[src/rtl/stk_pipe_ad.sv]
// stk_pipe_ad: admission stage ahead of the stack allocator pipe.
//   Accepts ALLOC/DEALLOC commands. ALLOC pops a descriptor from the allocator.
//   The lookup stage returns the pointer one cycle later. Each ALLOC produces
//   one response, queued in a credit-controlled FIFO. DEALLOC returns a
//   descriptor directly to the allocator and produces no response.
// Ports:
//   clk, rst                        clock, synchronous active-high reset
//   i_cmd_*/o_cmd_rdy               command handshake (op 0=ALLOC, 1=DEALLOC)
//   o_ad_alloc                      allocator pop strobe
//   i_ad_empty_r, i_ad_busy         allocator status
//   o_dealloc_vld/o_dealloc_ptr     descriptor return to allocator
//   i_lk_ptr_w                      allocated pointer, valid cycle after o_ad_alloc
//   o_rsp_*/i_rsp_rdy               response handshake
// Optional: define STK_PIPE_AD_STATS_EN to add saturating success/fail counters
//   o_stat_alloc_cnt and o_stat_err_cnt.
module stk_pipe_ad #(
  parameter int PTR_W   = 16,
  parameter int CTXT_W  = 4,
  parameter int RSP_Q_N = 4
) (
  input  logic              clk,
  input  logic              rst,
  input  logic              i_cmd_vld,
  input  logic              i_cmd_op,
  input  logic [CTXT_W-1:0] i_cmd_ctxt,
  input  logic [PTR_W-1:0]  i_cmd_ptr,
  output logic              o_cmd_rdy,
  output logic              o_ad_alloc,
  input  logic              i_ad_empty_r,
  input  logic              i_ad_busy,
  output logic              o_dealloc_vld,
  output logic [PTR_W-1:0]  o_dealloc_ptr,
  input  logic [PTR_W-1:0]  i_lk_ptr_w,
  output logic              o_rsp_vld,
  output logic [CTXT_W-1:0] o_rsp_ctxt,
  output logic [PTR_W-1:0]  o_rsp_ptr,
  output logic              o_rsp_err,
`ifdef STK_PIPE_AD_STATS_EN
  output logic [15:0]       o_stat_alloc_cnt,
  output logic [15:0]       o_stat_err_cnt,
`endif
  input  logic              i_rsp_rdy
);

  localparam int AW = (RSP_Q_N > 1) ? $clog2(RSP_Q_N) : 1;
  localparam int CW = $clog2(RSP_Q_N + 1);

  typedef enum logic {S_INIT, S_RUN} state_e;

  typedef struct packed {
    logic [CTXT_W-1:0] ctxt;
    logic [PTR_W-1:0]  ptr;
    logic              err;
  } rsp_t;

  state_e            state_q, state_d;
  logic [CW-1:0]     credit_q, credit_d;
  logic              lk_vld_q, lk_vld_d;
  logic              lk_err_q, lk_err_d;
  logic [CTXT_W-1:0] lk_ctxt_q, lk_ctxt_d;
  rsp_t              mem_q [RSP_Q_N];
  rsp_t              mem_d [RSP_Q_N];
  logic [AW-1:0]     wr_ptr_q, wr_ptr_d, rd_ptr_q, rd_ptr_d;
  logic [CW-1:0]     cnt_q, cnt_d;

  logic acc, alloc_acc, push, pop;
  rsp_t head, push_ent;

  always_comb begin
    // Ready never depends on the command itself; rst gates it so nothing
    // is accepted in the cycle that the flush happens.
    o_cmd_rdy     = ~rst & (state_q == S_RUN) & ~i_ad_busy & (credit_q != '0);
    acc           = i_cmd_vld & o_cmd_rdy;
    alloc_acc     = acc & ~i_cmd_op;
    o_ad_alloc    = alloc_acc & ~i_ad_empty_r;
    o_dealloc_vld = acc & i_cmd_op;
    o_dealloc_ptr = o_dealloc_vld ? i_cmd_ptr : '0;

    head       = mem_q[rd_ptr_q];
    o_rsp_vld  = (cnt_q != '0);
    o_rsp_ctxt = o_rsp_vld ? head.ctxt : '0;
    o_rsp_ptr  = o_rsp_vld ? head.ptr  : '0;
    o_rsp_err  = o_rsp_vld ? head.err  : 1'b0;
    pop        = o_rsp_vld & i_rsp_rdy;

    // Lookup slot: the pointer arrives the cycle after the alloc strobe.
    // An empty-pool fail rides the same slot so responses keep accept order.
    push          = lk_vld_q;
    push_ent.ctxt = lk_ctxt_q;
    push_ent.ptr  = lk_err_q ? '0 : i_lk_ptr_w;
    push_ent.err  = lk_err_q;

    state_d = state_q;
    if (state_q == S_INIT && !i_ad_busy) state_d = S_RUN;

    lk_vld_d  = alloc_acc;
    lk_err_d  = i_ad_empty_r;
    lk_ctxt_d = i_cmd_ctxt;

    credit_d = credit_q;
    if (alloc_acc && !pop) credit_d = credit_q - CW'(1);
    if (!alloc_acc && pop) credit_d = credit_q + CW'(1);

    mem_d    = mem_q;
    wr_ptr_d = wr_ptr_q;
    rd_ptr_d = rd_ptr_q;
    if (push) begin
      mem_d[wr_ptr_q] = push_ent;
      wr_ptr_d        = wr_ptr_q + AW'(1);
    end
    if (pop) rd_ptr_d = rd_ptr_q + AW'(1);
    cnt_d = cnt_q;
    if (push && !pop) cnt_d = cnt_q + CW'(1);
    if (!push && pop) cnt_d = cnt_q - CW'(1);
  end

  always_ff @(posedge clk) begin
    if (rst) begin
      state_q   <= S_INIT;
      credit_q  <= CW'(RSP_Q_N);
      lk_vld_q  <= 1'b0;
      lk_err_q  <= 1'b0;
      lk_ctxt_q <= '0;
      wr_ptr_q  <= '0;
      rd_ptr_q  <= '0;
      cnt_q     <= '0;
    end else begin
      state_q   <= state_d;
      credit_q  <= credit_d;
      lk_vld_q  <= lk_vld_d;
      lk_err_q  <= lk_err_d;
      lk_ctxt_q <= lk_ctxt_d;
      wr_ptr_q  <= wr_ptr_d;
      rd_ptr_q  <= rd_ptr_d;
      cnt_q     <= cnt_d;
    end
  end

  // Storage needs no reset: the head is masked while the FIFO is empty.
  always_ff @(posedge clk) begin
    mem_q <= mem_d;
  end

`ifdef STK_PIPE_AD_STATS_EN
  logic [15:0] alloc_cnt_q, alloc_cnt_d, err_cnt_q, err_cnt_d;

  always_comb begin
    alloc_cnt_d = alloc_cnt_q;
    err_cnt_d   = err_cnt_q;
    if (o_ad_alloc && alloc_cnt_q != 16'hFFFF)                alloc_cnt_d = alloc_cnt_q + 16'd1;
    if (alloc_acc && i_ad_empty_r && err_cnt_q != 16'hFFFF) err_cnt_d   = err_cnt_q + 16'd1;
  end

  always_ff @(posedge clk) begin
    if (rst) begin
      alloc_cnt_q <= '0;
      err_cnt_q   <= '0;
    end else begin
      alloc_cnt_q <= alloc_cnt_d;
      err_cnt_q   <= err_cnt_d;
    end
  end

  assign o_stat_alloc_cnt = alloc_cnt_q;
  assign o_stat_err_cnt   = err_cnt_q;
`endif

endmodule
[config.mk]
export PLATFORM = sky130hd
export DESIGN_NAME = stk_pipe_ad
export DESIGN_NICKNAME = d
export VERILOG_FILES = /design/src/rtl/stk_pipe_ad.sv
export SDC_FILE = /design/constraint.sdc
export NUM_CORES = 1
export LEC_CHECK = 0
export ABC_AREA = 1
export CORE_ASPECT_RATIO = 0.8
export CORE_MARGIN = 2
export CORE_UTILIZATION = 30
export DETAILED_ROUTE_END_ITERATION = 12
export SLEW_MARGIN = 5
export SYNTH_ARGS = -nofsm -noshare
export SYNTH_HDL_FRONTEND = slang
export SYNTH_SLANG_ARGS = --single-unit
[constraint.sdc]
create_clock -name clk -period 1.71 [get_ports clk]
set_input_delay 0.342 -clock clk [delete_from_list [all_inputs] [get_ports clk]]
set_output_delay 0.342 -clock clk [all_outputs]
set_load 0.05 [all_outputs]
# == Word level (Yosys, flattened, before mapping) ==
# Index checks and enable logic that the tools add are counted.
# classes
bitwise,15
reduce_logical,14
add_sub_neg,6
n_lt_le_gt_ge,3
n_mux,15
# ops
op,count
$bwmux 84,1
$mux 21,3
$mux 16,3
$bmux 21 s2,1
$demux 21 s2,1
$mux 3,4
$and 1x1->1,8
$add 3x1->3 const B,2
$ge 3x3->1 const B,2
$logic_and 1x1->1,6
$not 2->3,2
$reduce_bool 3->1,2
$sub 3x1->3 const B,2
$not 1->1,5
$add 2x1->2 const B,2
$logic_not 1->1,4
$mux 4,1
$reduce_bool 2->1,2
$lt 3x1->1 const B,1
$mux 1,1
# totals
elab_cells,73
ff_bits,101

# == Depth between registers and ports, before layout ==
# Gate-level depths: netlist of run 1.
# logic_depth
word_depth,9
depth_mapped,13

# == Worst setup path after synthesis of run 1 ==
# No wires, ideal clock.
# synth_path
path_kind,register to output
start,register cnt_q[1]
end,output o_rsp_ctxt[0]
slack_ns,-0.477
t_arrival_ns,1.845
stages_incl_launch_ff,6
path_cell_list,dfxtp_1 -> inv_1 -> nand2_1 -> inv_1 -> buf_2 -> a21oi_1
# synth_via
elab_chain_len,2
# synth_lines
element,line_no,text
"start, declared",64,"logic [CW-1:0] cnt_q, cnt_d;"
"start signal, assigned",135,cnt_q <= cnt_d;
$reduce_bool 3->1,80,o_rsp_vld = (cnt_q != '0);
via o_rsp_vld,34,"output logic o_rsp_vld,"
$mux 4,81,o_rsp_ctxt = o_rsp_vld ? head.ctxt : '0;
"end, declared",35,"output logic [CTXT_W-1:0] o_rsp_ctxt,"
# The timed path passes the listed nets, and every way through them passes these cells.

# == Final worst setup path of run 1 ==
# layout_path
start,register credit_q[2]
end,output o_dealloc_ptr[12]
# layout_via
elab_chain_len,5
# layout_lines
element,line_no,text
"start, declared",57,"logic [CW-1:0] credit_q, credit_d;"
"start signal, assigned",120,credit_q <= CW'(RSP_Q_N);
"start signal, assigned",129,credit_q <= credit_d;
$reduce_bool 3->1,72,o_cmd_rdy = ~rst & (state_q == S_RUN) & ~i_ad_busy & (credit_q != '0);
$and 1x1->1,72,
$and 1x1->1,73,acc = i_cmd_vld & o_cmd_rdy;
$and 1x1->1,76,o_dealloc_vld = acc & i_cmd_op;
$mux 16,77,o_dealloc_ptr = o_dealloc_vld ? i_cmd_ptr : '0;
"end, declared",32,"output logic [PTR_W-1:0] o_dealloc_ptr,"
# Every way passes these cells.

==> results of run 1 <==
## worst max-delay path: cells and delay by family (launching register included)
kind	cells	cell delay [ns]
simple gates	4	0.37
flops	1	0.34
buf+inv	4	0.56
## flip-flops by register name, indices dropped and copies added (netlist names)
signal     flops
mem_q         84
lk_ctxt_q      4
cnt_q          3
credit_q       3
rd_ptr_q       2
wr_ptr_q       2
lk_err_q       1
lk_vld_q       1
state_q        1
## routing by layer
metal,routed length (um),vias up,part of all wire
li1,-,1666,-
met1,4720,1641,0.41
met2,5860,116,0.51
met3,786,6,0.069
met4,73,0,0.0064
met5,0,-,0
## layout make-up
| cell class | instances | share of cell area |
|---|---|---|
| multi-input cells | 243 | 0.241 |
| flip-flops and latches | 101 | 0.385 |
| well taps | 184 | 0.0308 |
| inverters | 63 | 0.0340 |
| clock inverters | 6 | 0.00704 |
| repair buffers | 147 | 0.270 |
| clock buffers | 10 | 0.0320 |
## cell families after synthesis
kind of cell	Yosys count	synth area share
XOR/XNOR	1	0.00200
flip-flops	101	0.655
buffers and inverters	82	0.0799
AND/OR/NAND/NOR	159	0.151
adder cells (fa/ha/maj)	8	0.0263
AO/OA/AOI/OAI	75	0.0859
## power by group
part | internal (mW) | switching [mW] | leakage, nW
clock network | 1.05 | 0.908 | 0.146
logic | 1.66 | 1.89 | 1.81
registers | 2.73 | 0.0516 | 0.906
## Yosys cell counts
master / n / share of area
nor2_1: 122 / 0.10
edfxtp_1: 84 / 0.58
inv_1: 61 / 0.052
o21ai_0: 37 / 0.042
a21oi_1: 28 / 0.032
nand2_1: 20 / 0.017
dfxtp_1: 17 / 0.078
o21ai_1: 10 / 0.011
nor2_2: 9 / 0.013
buf_2: 8 / 0.0092
ha_1: 6 / 0.017
buf_4: 5 / 0.0086
clkbuf_2: 4 / 0.0046
nand3_1: 4 / 0.0046
fa_1: 2 / 0.0092
inv_2: 2 / 0.0017
and2_1: 1 / 0.0014
buf_6: 1 / 0.0026
clkbuf_1: 1 / 0.00086
nand4_1: 1 / 0.0014
nand4_4: 1 / 0.0049
nor3_4: 1 / 0.0037
xor2_1: 1 / 0.0020
## through the flow
step,setup slack [ns],std cells
finish,-0.246,754
global route,-0.325,754
CTS,-0.310,747
detailed placement,-0.615,710
global placement,-0.534,710
floorplan,-0.0278,426
## what timing repair did
action | in CTS | in global routing
gates resized for setup | 155 | 49
buffers inserted | 15 | 6
cloned | 6 | 2
pin swaps | 41 | 28
endpoints found under the setup margin | 43 | 43
## final timing paths
path | start | endpoint | slack [ns] | cells past startpoint
worst max register to register | state_q | credit_q[1] | -0.08 | 9
worst max-delay path | credit_q[2] | o_dealloc_ptr[12] | -0.25 | 8
worst min register to register | state_q | state_q | 0.48 | 2
worst min-delay path | i_ad_busy | state_q | 0.38 | 2
==> metrics, run 1 <==
most common cell after layout, fill and taps aside edfxtp_1; clk buf depth 2; die height between 100 and 150 um; full die area roughly 0.016 sq mm; DRC violations left 0; met3 usage 0.0469; vias in the first global route 3,523; DRT Pass-1 Iters 4; Area Overhead vs Synth 70.9%; detailed router's first-iteration violation count roughly 240; GR Util met1 0.175; initial antenna violation count 0; routability-driven placement congestion ratio a little under 0.8; routed wire length per instance ~15 um; Hold WC Path Type input pin to register; setup TNS -7.40 ns; area of the multi-input gates approximately 0.0018 sq mm; Setup crit start kind register; global-route wire length before repair between 15,000 and 20,000 um; RSZ-0062 raised after global routing true; Finish-stage setup viols 40; CP peak stage delay 0.34 ns; H-tree levels 3; commonest cells after routing, fill and taps aside edfxtp_1 (84), nor2_1 (74), inv_1 (53); Mapped Cells 426; max-slew violation count 0; Root Buffer clkbuf_16; GR Overflow Total 0; status complete, but fails checks; sequential fraction of the synthesis area 0.655; die width about 140 um; Mapped Area between 0.004 and 0.005 sq mm; HPWL after DPL ~7000 um; layout cells sized above 1 0.458; Starting Density 0.307; Leak Pwr around 2.9 nW; Distinct cells, synth 23; Least-Margin Pin Slew 0.417 ns; CP Max Fanout 5; cell area after layout about 0.0075 sq mm; gr usage total 0.146; worst path cell trace nor2_2 > nand2_2 > buf_6 > nand4_4 > buf_12 > buf_16 > nor2_4 > buf_12; clock buffer count from CTS 9; Rel. slew slack 0.721; TritonCTS clock tree done; fillers between 1,000 and 1,500; busiest layer in global routing met2; post-layout util 0.524; Area after DPL 0.00632 sq mm; min Tclk post-route ~2 ns; slowest CP cell dfxtp_2; via count approximately 3,400; Synth warnings 0; Design Power between 8 and 9 mW; Worst-path clk slew around 0.07 ns; Detailed Route WL between 10,000 and 15,000 um; Highest Clock Rate 511 MHz; Reg area approximately 0.0029 sq mm; Post-DRT Antenna Nets 0; I/O pin cnt 84; Core Region 0.0142 sq mm; Worst-Skew Late Latency 0.34 ns; Layout Skew 0.00617 ns; Critical Path End Type output pin; Rows 39; grt met2 use 0.260; Hold Buf Count CTS 0; nets around 620; pwr dens between 1000 and 1500 mW/mm^2; Final Cycle Share 1.14; VDD IR-drop max approximately 0.62 mV; WS Path Type register to output pin; Syn Nets between 400 and 500; #FFs+latches synth about 100; Avg Cell Area, Syn about 10 sq um; worst path required time around 1.4 ns; number of vias per cell roughly 4.5; Most common cell on crit path buf_12; n_diodes 0; Clock Sinks 101; Hold Slack 0.383 ns; fin worst setup slack -0.246 ns; Final Hold Fails 0; failing checks negative setup slack; largest net degree at the start of global routing 32; IO Port Bufs 83; Worst Path Arrival ~1.6 ns; Max Cap Viol 0
Note: power is estimated with default switching activity, not from simulation.
==> inputs of run 2 (changes only) <==
--- a/config.mk
+++ b/config.mk
@@ -5,11 +5,12 @@
 export SDC_FILE = /design/constraint.sdc
 export NUM_CORES = 1
 export LEC_CHECK = 0
-export ABC_AREA = 1
+export ABC_CLOCK_PERIOD_IN_PS = 1710
 export CORE_ASPECT_RATIO = 0.8
 export CORE_MARGIN = 2
 export CORE_UTILIZATION = 30
 export DETAILED_ROUTE_END_ITERATION = 12
+export DONT_BUFFER_PORTS = 1
 export SLEW_MARGIN = 5
 export SYNTH_ARGS = -nofsm -noshare
 export SYNTH_HDL_FRONTEND = slang
==> run 2 against run 1 <==
The run still ends with negative setup slack left. Die area shrank 2.9%. Total power down 40%. Final cell count decreased by 34%. Wire length is 22% lower. Global-route usage down 1.8 points. Area after synthesis down 3.0%. Critical path type is now register to register. Critical endpoint is now credit_q[2]. Highest routed layer unchanged.
==> metrics, run 2 <==
gr usage total 0.128; Post-Synth Simple-Gate Area 0.127; Mapped Area 0.00424 sq mm; pwr dens 870 mW/mm^2; #FFs+latches synth slightly above 100; Highest Clock Rate 477 MHz; Rows 38; layout cells sized above 1 0.502; highest metal used met4; max reg flops 84; clk buf depth 2; H-tree levels 3; via count 2,316; placed insts ~470; largest net degree at the start of global routing 21; routed wire length per instance about 18 um; Leak Pwr roughly 2 nW; failing checks negative setup slack; Syn Nets between 300 and 400; CP peak stage delay ~0.54 ns; Synth Area in XOR/XNOR 0.0124; Final Cycle Share 1.23; Area Overhead vs Synth 34.1%; combinational share of power 0.092; detailed router's first-iteration violation count 107; Finish-stage setup viols 44; vias in the first global route around 2,500; post-synthesis mux area share 0.119; Core Region 0.0137 sq mm; Avg Cell Area, Syn 16.9 sq um; commonest cells after routing, fill and taps aside edfxtp_1 (84), buf_4 (26), buf_12 (22); routed length on met3 around 640 um; I/O pin cnt 84; IO Port Bufs 0; Synth Area in Compound Gates 0.0100; biggest regs mem_q (84), lk_ctxt_q (4); final non-filler cell total between 400 and 500; Top reg by flops mem_q; min Tclk post-route around 2.1 ns; number of vias per cell around 4.6; Least-Margin Pin Slew 0.344 ns; GR Overflow Total 0; Clock Sinks a little over 100; Critical Path End Type register; Worst-Skew Late Latency around 0.34 ns; routability-driven placement congestion ratio roughly 0.74; RSZ-0062 raised after global routing true; sequential fraction of the synthesis area 0.675; Mapped Cells ~250; HPWL after DPL a little under 6000 um; Worst Path Arrival 2.32 ns; Sw Ratio 0.216; Post-Route M1 WL about 3600 um; Distinct cells, synth 30; Layout Skew about 0.0064 ns; Post-DRT Antenna Nets 0; full die area 0.0151 sq mm; slowest CP cell or4_4; Synth top area share 0.595; Setup crit start kind register; Worst-path clk slew 0.06 ns; WS Path Type register to register; Root Buffer clkbuf_16; worst path cell trace nor3_4 > or4_4 > ha_4 > inv_2 > fa_2 > xor2_2 > nor3_2 > or3b_4; met2 wire len approximately 4600 um; fillers about 1,300; Synth area leader edfxtp_1; setup TNS -12.53 ns; Synth Area in Adders 0.0271; Starting Density 0.310; top post-synthesis cells by area edfxtp_1 (59%), mux4_2 (9.6%), dfxtp_1 (8.0%); clock buffer count from CTS 9; fin worst setup slack -0.387 ns; most common cell after layout, fill and taps aside edfxtp_1; VDD IR-drop max around 0.47 mV; main combinational cell family by area after synthesis simple AND/OR/NAND/NOR gates; die width 137 um; die height between 100 and 150 um; initial antenna violation count 0; pre-CTS setup slack -0.464 ns; Hold Buf Count CTS 0; Post-synth top cells edfxtp_1 (84), nor2b_1 (30), and2_1 (20); max-slew violation count 0; status complete, but fails checks; Detailed Route WL a little under 9000 um; global-route wire length before repair roughly 14,000 um; Synth warnings 0; nets roughly 370; Area after DPL 0.00516 sq mm; cell area after layout 0.00569 sq mm; worst path required time approximately 1.9 ns; clock power share 0.361; internal cell power about 3.9 mW; Hold Slack approximately 0.059 ns; number of synthesized flops with an enable pin between 80 and 90; DRC violations left 0; Max Cap Viol 0; DRT Pass-1 Iters 4; Rel. slew slack 0.769; top_reg_cell synth edfxtp_1; Switching Power approximately 1.1 mW; TritonCTS clock tree done; Final Hold Fails 0; worst path bufs/invs 1; CP Max Fanout 2; count leader, synth edfxtp_1; Hold WC Path Type input pin to register; critical path's top delay family simple AND/OR/NAND/NOR gates; Reg power frac 0.547; n_diodes 0; Post-synth ARST share 0
## run 2: cells by family after synthesis
group / count (synthesis)
xor+xnor: 6
simple gates: 84
compound gates: 8
fa+ha+maj: 8
mux: 23
buf+inv: 21
flops: 101
## run 2: area by class of cell
class	instances	area, sq um	area share
clock buffer	11	233	0.0409
clock inverter	5	26.3	0.00462
inverter	11	45.0	0.00792
multi-input combinational	129	1480	0.260
sequential	101	2880	0.505
tap	180	225	0.0396
timing repair buffer	62	807	0.142
## run 2: power by group through the flow
stage / clock (mW) / sequential [mW] / combinational, mW
after detailed placement: 0 / 2.76 / 0.389
after global placement: 0 / 2.76 / 0.384
final: 1.79 / 2.71 / 0.455
after floorplan: 0 / 2.76 / 0.261
after CTS: 1.84 / 2.71 / 0.448
after global routing: 1.94 / 2.71 / 0.486
## run 2: through the flow
stage,util,power [mW]
after floorplan,-,3.02
after global placement,0.377,3.14
after detailed placement,0.377,3.15
after CTS,0.412,5.00
after global routing,0.415,5.14
final,0.415,4.95
## run 2: repair_timing
action | CTS | global route
pin swaps | 22 | 10
setup endpoints to repair | 46 | 45
gates resized for setup | 55 | 9
buffers inserted | 4 | 2
cloned | 3 | 0
## run 2: layer usage
| layer | vias up | GRT usage |
|---|---|---|
| met5 | - | 0 |
| met4 | 0 | 0.0376 |
| met3 | 12 | 0.0453 |
| met2 | 87 | 0.224 |
| met1 | 1172 | 0.149 |
| li1 | 1045 | - |
## run 2: path summary, 6_finish.rpt
| kind | start | end | slack (ns) | cells after the start |
|---|---|---|---|---|
| max | credit_q[2] | credit_q[2] | -0.39 | 8 |
| min | rst | cnt_q[2] | 0.06 | 1 |
| max reg2reg | credit_q[2] | credit_q[2] | -0.39 | 8 |
| min reg2reg | state_q | state_q | 0.47 | 2 |
